<file path="src/rtl/pulse_width_encoder.sv">
// Pulse width encoder: converts each modulated intensity beat into a 9-bit
// pulse width through an external lookup table BRAM. The matching phase, the
// framing tags and the full-scale override travel alongside the table access,
// so every beat emerges TABLE_LATENCY+2 cycles after it was sampled.
//
// state  | meaning
// -------+-------------------------------------------------------------
// S_IDLE | waiting for the first beat of a frame (counter is 0)
// S_RUN  | inside a frame, cnt_q beats of it accepted so far
module pulse_width_encoder #(
  parameter int DEPTH         = 249,
  parameter int TABLE_LATENCY = 2    // legal range 1..4
) (
  input  logic        CLK,
  input  logic        RST,
  input  logic        DIN_VALID,
  input  logic [15:0] INTENSITY_IN,
  input  logic [7:0]  PHASE_IN,
  output logic [14:0] TABLE_ADDR,
  input  logic [7:0]  TABLE_DATA,
  output logic [8:0]  PULSE_WIDTH_OUT,
  output logic [7:0]  PHASE_OUT,
  output logic        DOUT_VALID,
  output logic        DOUT_LAST,
  output logic        FRAME_ERR
);

  // Side-band stages from the sampling edge up to the edge that captures
  // TABLE_DATA; the output register adds the final cycle of latency.
  localparam int PIPE = TABLE_LATENCY + 2;
  localparam int CW   = $clog2(DEPTH + 1);
  localparam logic [CW-1:0] LAST_CNT   = CW'(DEPTH - 1);
  localparam logic [15:0]   FULL_SCALE = 16'hFE01;

  typedef enum logic {
    S_IDLE = 1'b0,
    S_RUN  = 1'b1
  } state_t;

  typedef struct packed {
    logic       valid;
    logic       last;
    logic       err;
    logic       full;
    logic [7:0] phase;
  } beat_t;

  state_t          state_q, state_d;
  logic [CW-1:0]   cnt_q, cnt_d;
  logic            tag_last;
  logic            tag_err;
  beat_t           pipe_q [PIPE];
  logic [7:0]      data_q;

  // Framing state and beat counter register.
  always_ff @(posedge CLK or posedge RST) begin
    if (RST) begin
      state_q <= S_IDLE;
      cnt_q   <= '0;
    end else begin
      state_q <= state_d;
      cnt_q   <= cnt_d;
    end
  end

  // Next-state logic; tags the current input beat as last or marks an abort.
  always_comb begin
    state_d  = state_q;
    cnt_d    = cnt_q;
    tag_last = 1'b0;
    tag_err  = 1'b0;
    case (state_q)
      S_IDLE: begin
        if (DIN_VALID) begin
          if (DEPTH == 1) begin
            tag_last = 1'b1;
          end else begin
            cnt_d   = CW'(1);
            state_d = S_RUN;
          end
        end
      end
      S_RUN: begin
        if (DIN_VALID) begin
          if (cnt_q == LAST_CNT) begin
            tag_last = 1'b1;
            cnt_d    = '0;
            state_d  = S_IDLE;
          end else begin
            cnt_d = cnt_q + CW'(1);
          end
        end else begin
          // The abort rides in the slot right after the last accepted beat.
          tag_err = 1'b1;
          cnt_d   = '0;
          state_d = S_IDLE;
        end
      end
      default: begin
        state_d = S_IDLE;
        cnt_d   = '0;
      end
    endcase
  end

  // Table address register; holds between beats.
  always_ff @(posedge CLK or posedge RST) begin
    if (RST) begin
      TABLE_ADDR <= '0;
    end else if (DIN_VALID) begin
      TABLE_ADDR <= INTENSITY_IN[15:1];
    end
  end

  // Side-band shift pipeline matching the table access.
  always_ff @(posedge CLK or posedge RST) begin
    if (RST) begin
      for (int i = 0; i < PIPE; i++) begin
        pipe_q[i] <= '0;
      end
    end else begin
      pipe_q[0] <= '{valid: DIN_VALID,
                     last:  tag_last,
                     err:   tag_err,
                     full:  DIN_VALID && (INTENSITY_IN == FULL_SCALE),
                     phase: PHASE_IN};
      for (int i = 1; i < PIPE; i++) begin
        pipe_q[i] <= pipe_q[i-1];
      end
    end
  end

  // Capture table read data in step with the last side-band stage.
  always_ff @(posedge CLK or posedge RST) begin
    if (RST) begin
      data_q <= '0;
    end else begin
      data_q <= TABLE_DATA;
    end
  end

  // Output register; data outputs only move on valid beats.
  always_ff @(posedge CLK or posedge RST) begin
    if (RST) begin
      PULSE_WIDTH_OUT <= '0;
      PHASE_OUT       <= '0;
      DOUT_VALID      <= 1'b0;
      DOUT_LAST       <= 1'b0;
      FRAME_ERR       <= 1'b0;
    end else begin
      DOUT_VALID <= pipe_q[PIPE-1].valid;
      DOUT_LAST  <= pipe_q[PIPE-1].valid & pipe_q[PIPE-1].last;
      FRAME_ERR  <= pipe_q[PIPE-1].err;
      if (pipe_q[PIPE-1].valid) begin
        PULSE_WIDTH_OUT <= pipe_q[PIPE-1].full ? 9'd256 : {1'b0, data_q};
        PHASE_OUT       <= pipe_q[PIPE-1].phase;
      end
    end
  end

endmodule

</file>
<file path="config.mk">
export PLATFORM = sky130hd
export DESIGN_NAME = pulse_width_encoder
export DESIGN_NICKNAME = d
export VERILOG_FILES = /design/src/rtl/pulse_width_encoder.sv
export SDC_FILE = /design/constraint.sdc
export NUM_CORES = 1
export LEC_CHECK = 0
export CORE_MARGIN = 2
export CORE_UTILIZATION = 53
export CTS_CLUSTER_DIAMETER = 120
export CTS_CLUSTER_SIZE = 12
export DETAILED_ROUTE_END_ITERATION = 10
export MAX_ROUTING_LAYER = met4
export PLACE_DENSITY = 0.83
export RECOVER_POWER = 50
export REMOVE_ABC_BUFFERS = 1
export SLEW_MARGIN = 5
export SYNTH_ARGS = -nofsm -noshare
export SYNTH_HDL_FRONTEND = slang
export SYNTH_SLANG_ARGS = --single-unit
</file>
<file path="constraint.sdc">
create_clock -name CLK -period 8.7 [get_ports CLK]
set_input_delay 0.87 -clock CLK [delete_from_list [all_inputs] [get_ports CLK]]
set_output_delay 0.87 -clock CLK [all_outputs]
set_load 0.1 [all_outputs]
</file>
==> key figures <==
Flow run
  • Max-Cap Viols: 1

Routing
  • Overall routed net length: 4.97 mm
  • # DRC: 0
  • Final ANT Viol Nets: 0
  • Drt pass-1 iters: 4
  • Via Count: 1849
  • Routed WL per cell: ~14 µm
  • Initial DRC Count: around 140
  • Vias per std cell: 5.09

Timing
  • Fin. Hold Viols: 0
  • Clock skew: ~0.0073 ns
  • Fin crit share: 31.8%
  • Final setup vio count: 0
  • Min cycle time layout: 2.76 ns
  • FMAX: 0.362 GHz
  • Pins Over Slew Limit: 44
  • RSZ-0062 raised after global routing: no
  • Setup_tns: 0 ns
  • Measured slew at the worst slew-check pin: 1.72 ns
  • Slew HR: -15.0%
  • Hold WS: 0.348 ns

Placed design
  • I/O Buffers: 69
  • Dpl hpwl: 3.39 mm
  • Dpl cells: around 350
  • Gpl congestion: 0.872
  • Post-DP Area: 4060 µm²

Critical path
  • Worst path arrival time: 3.18 ns
  • FF-to-FF path depth: 5
  • R2R Setup Slk: 7.26 ns
  • CP required: 9.12 ns
  • Startpoint Class: input pin
  • Element type at the critical path end: asynchronous set/reset pin
  • CP Max Fanout: 58
  • RR Endpoint: cnt_q[2]
  • Crit path kind: input pin to asynchronous set/reset pin
  • Reg-to-Reg Start: cnt_q[0]

Synth
  • Syn Inst Count: 208
  • Synthesis Warnings: 0
  • Sequential fraction of the synthesis area: between 70% and 80%
  • Synthesized area per cell: 15.8 µm²
  • Yosys cell types: 37
  • FF+latch count, synth: 100
  • Synth area leaders: dfrtp_1 (76%), mux2_2 (8.2%), nand3b_1 (1.8%)
  • Main synth FF type: dfrtp_1
  • Cell Area, Synth: 3290 µm²
  • Synth area leader: dfrtp_1
  • Asr flop ratio synth: 100%
  • Yosys top cell area share: 76.0%
  • Number of synthesized flops with an enable pin: 0

Clocking
  • H-tree Lvls: 3
  • CTS Buf Count: 9
  • Post_cts resized: 0
  • Hold buffers post-CTS: 0
  • CTS tree: built
  • Post-CTS Setup Inserts: 0
  • Clk slew on worst S/H paths: 0.09 ns
  • Clk_lat worst skew: 0.35 ns
  • Clock Sinks: 100
  • Clock buffer depth: 2
  • Root Driver: clkbuf_8

Worst hold path
  • Hold Path Stages: 0
  • Hold WC Path Type: flop to flop
  • Hold Crit Start: pipe_q[27]
  • Hold Path End: pipe_q[15]

GRT
  • GR Overflow Total: 0
  • Gr usage total: about 17%
  • First-pass GRT wire length: 8.71 mm
  • Largest net degree at the start of global routing: between 50 and 60
  • Initial antenna violation count: 0
  • Vias in the first global route: 1877

Power
  • Total power: 1.01 mW
  • Leak: 1.86 nW
  • P_int: 0.706 mW
  • Cell Pwr Density: 236 nW/µm²
  • Sw Share: 29.9%
  • Switch Pwr: 0.302 mW
  • Power share of the combinational group: 18.8%
  • Clock network fraction of design power: about 31%
  • Flop pwr share: a little over 50%
  • Maximum VDD drop: 0.000131 V

Cells and area
  • Post-layout instance area: 4280 µm²
  • Ant diodes: 0
  • Post-route insts no fill: 363
  • Register area: 2500 µm²
  • Layout filler cell count: 394
  • Share of cells above drive strength 1: between 10% and 20%
  • Multi-input gate area: 708 µm²
  • Synthesis-to-layout area growth: 29.9%
  • NumNets Final: 320

Floorplanning
  • Die H: 82.8 µm
  • IO Pins: 70
  • Die Span X: 82.8 µm
  • Starting density of the core: 55.3%
  • Die Footprint: roughly 6900 µm²
  • Core ar.: approximately 6000 µm²
  • Number of core rows: 28

Status
  • Status: finished with violations
  • Failing checks: capacitance limit, slew limit
-- synth_stat cells (all sizes together) (2+ instances only) --
cell      n
a21oi     3
a22o      2
and3      2
and4      2
buf       5
dfrtp   100
ha        2
inv      14
mux2     24
nand2     7
nand3     6
nand3b    8
nand4     2
nor4      3
o21ai    11
-- critical path, cell delays in order --
cell           delay [ns]
dlygate4sd3_1        0.54
clkinvlp_2           0.99
buf_4                0.74
-- state kept, by name, summed over array words and instances, names as in the netlist --
register	cells
cnt_q	8
DOUT_VALID	1
pipe_q	48
FRAME_ERR	1
data_q	8
PHASE_OUT	8
TABLE_ADDR	15
DOUT_LAST	1
state_q	1
PULSE_WIDTH_OUT	9
-- power groups by stage --
stage	registers, mW	clock network [mW]	logic [mW]
after floorplan	0.620	0	0.0293
after global placement	0.514	0	0.191
after detailed placement	0.516	0	0.193
after CTS	0.507	0.322	0.193
after global routing	0.511	0.344	0.198
final	0.507	0.312	0.190
-- logic make-up (layout without fill, tap and decap cells) --
logic type / count (synthesis) / in the layout / share of synthesized area, %
AND/OR/NAND/NOR: 37 / 37 / 6.95
buffers and inverters: 20 / 100 / 2.54
AO/OA/AOI/OAI: 23 / 23 / 5.01
XOR/XNOR: 1 / 1 / 0.266
flip-flops: 100 / 100 / 76.0
multiplexers: 25 / 25 / 8.51
adder cells (fa/ha/maj): 2 / 2 / 0.759
-- metal layers --
layer  vias up  wire [µm]  global-route usage (%)  part of all wire [%]
met4         0         27                    5.22                  0.54
met5         -          0                       -                     0
met3         5        354                    6.46                   7.1
met1       921       2250                    21.6                    45
met2        69       2340                    24.1                    47
li1        854          -                       -                     -
-- area by class of cell --
class | count | area share [%]
Tap cell | 75 | 2.19
Timing Repair Buffer | 70 | 16.3
Sequential cell | 100 | 58.5
Clock buffer | 9 | 2.89
Clock inverter | 7 | 2.34
Multi-Input combinational cell | 88 | 16.5
Inverter | 14 | 1.26
-- worst max path at each step --
stage / from / slack (ns) / end
final: RST / 5.94 / pipe_q[12]
after floorplan: RST / 5.21 / DOUT_LAST
after global placement: DIN_VALID / 5.80 / cnt_q[3]
after CTS: PHASE_OUT[4] / 5.94 / PHASE_OUT[4]
after global routing: RST / 5.46 / pipe_q[28]
after detailed placement: DIN_VALID / 5.76 / cnt_q[2]
-- cell usage in the layout (no fill, tap or decap), drive strengths merged --
master and n:
o21ai 11, o22ai 1, o31ai 1, bufinv 2, or2 1, a21boi 1
dlygate4sd3 18, mux2 24, clkinv 2, dfrtp 100, and4 2, nor4bb 1
xnor2 1, nor2b 1, nand3 6, mux2i 1, inv 14, nor2 1
a22o 2, a31o 1, buf 1, nand3b 8, and3 2, nand4 2
clkinvlp 3, nand2b 1, ha 2, o21a 1, a41oi 1, nor4 3
or3 1, nand2 7, a21oi 3, and2 1, clkdlybuf4s50 51, clkbuf 9
a221oi 1
-- metrics by stage --
step	utilization, %	worst slack (ns)
2_1_floorplan	-	5.21
3_3_place_gp	68.1	5.80
3_5_place_dp	68.1	5.76
4_1_cts	71.9	5.94
5_1_grt	71.9	5.46
6_report	71.9	5.94
Power figures use the tool's default switching activity.
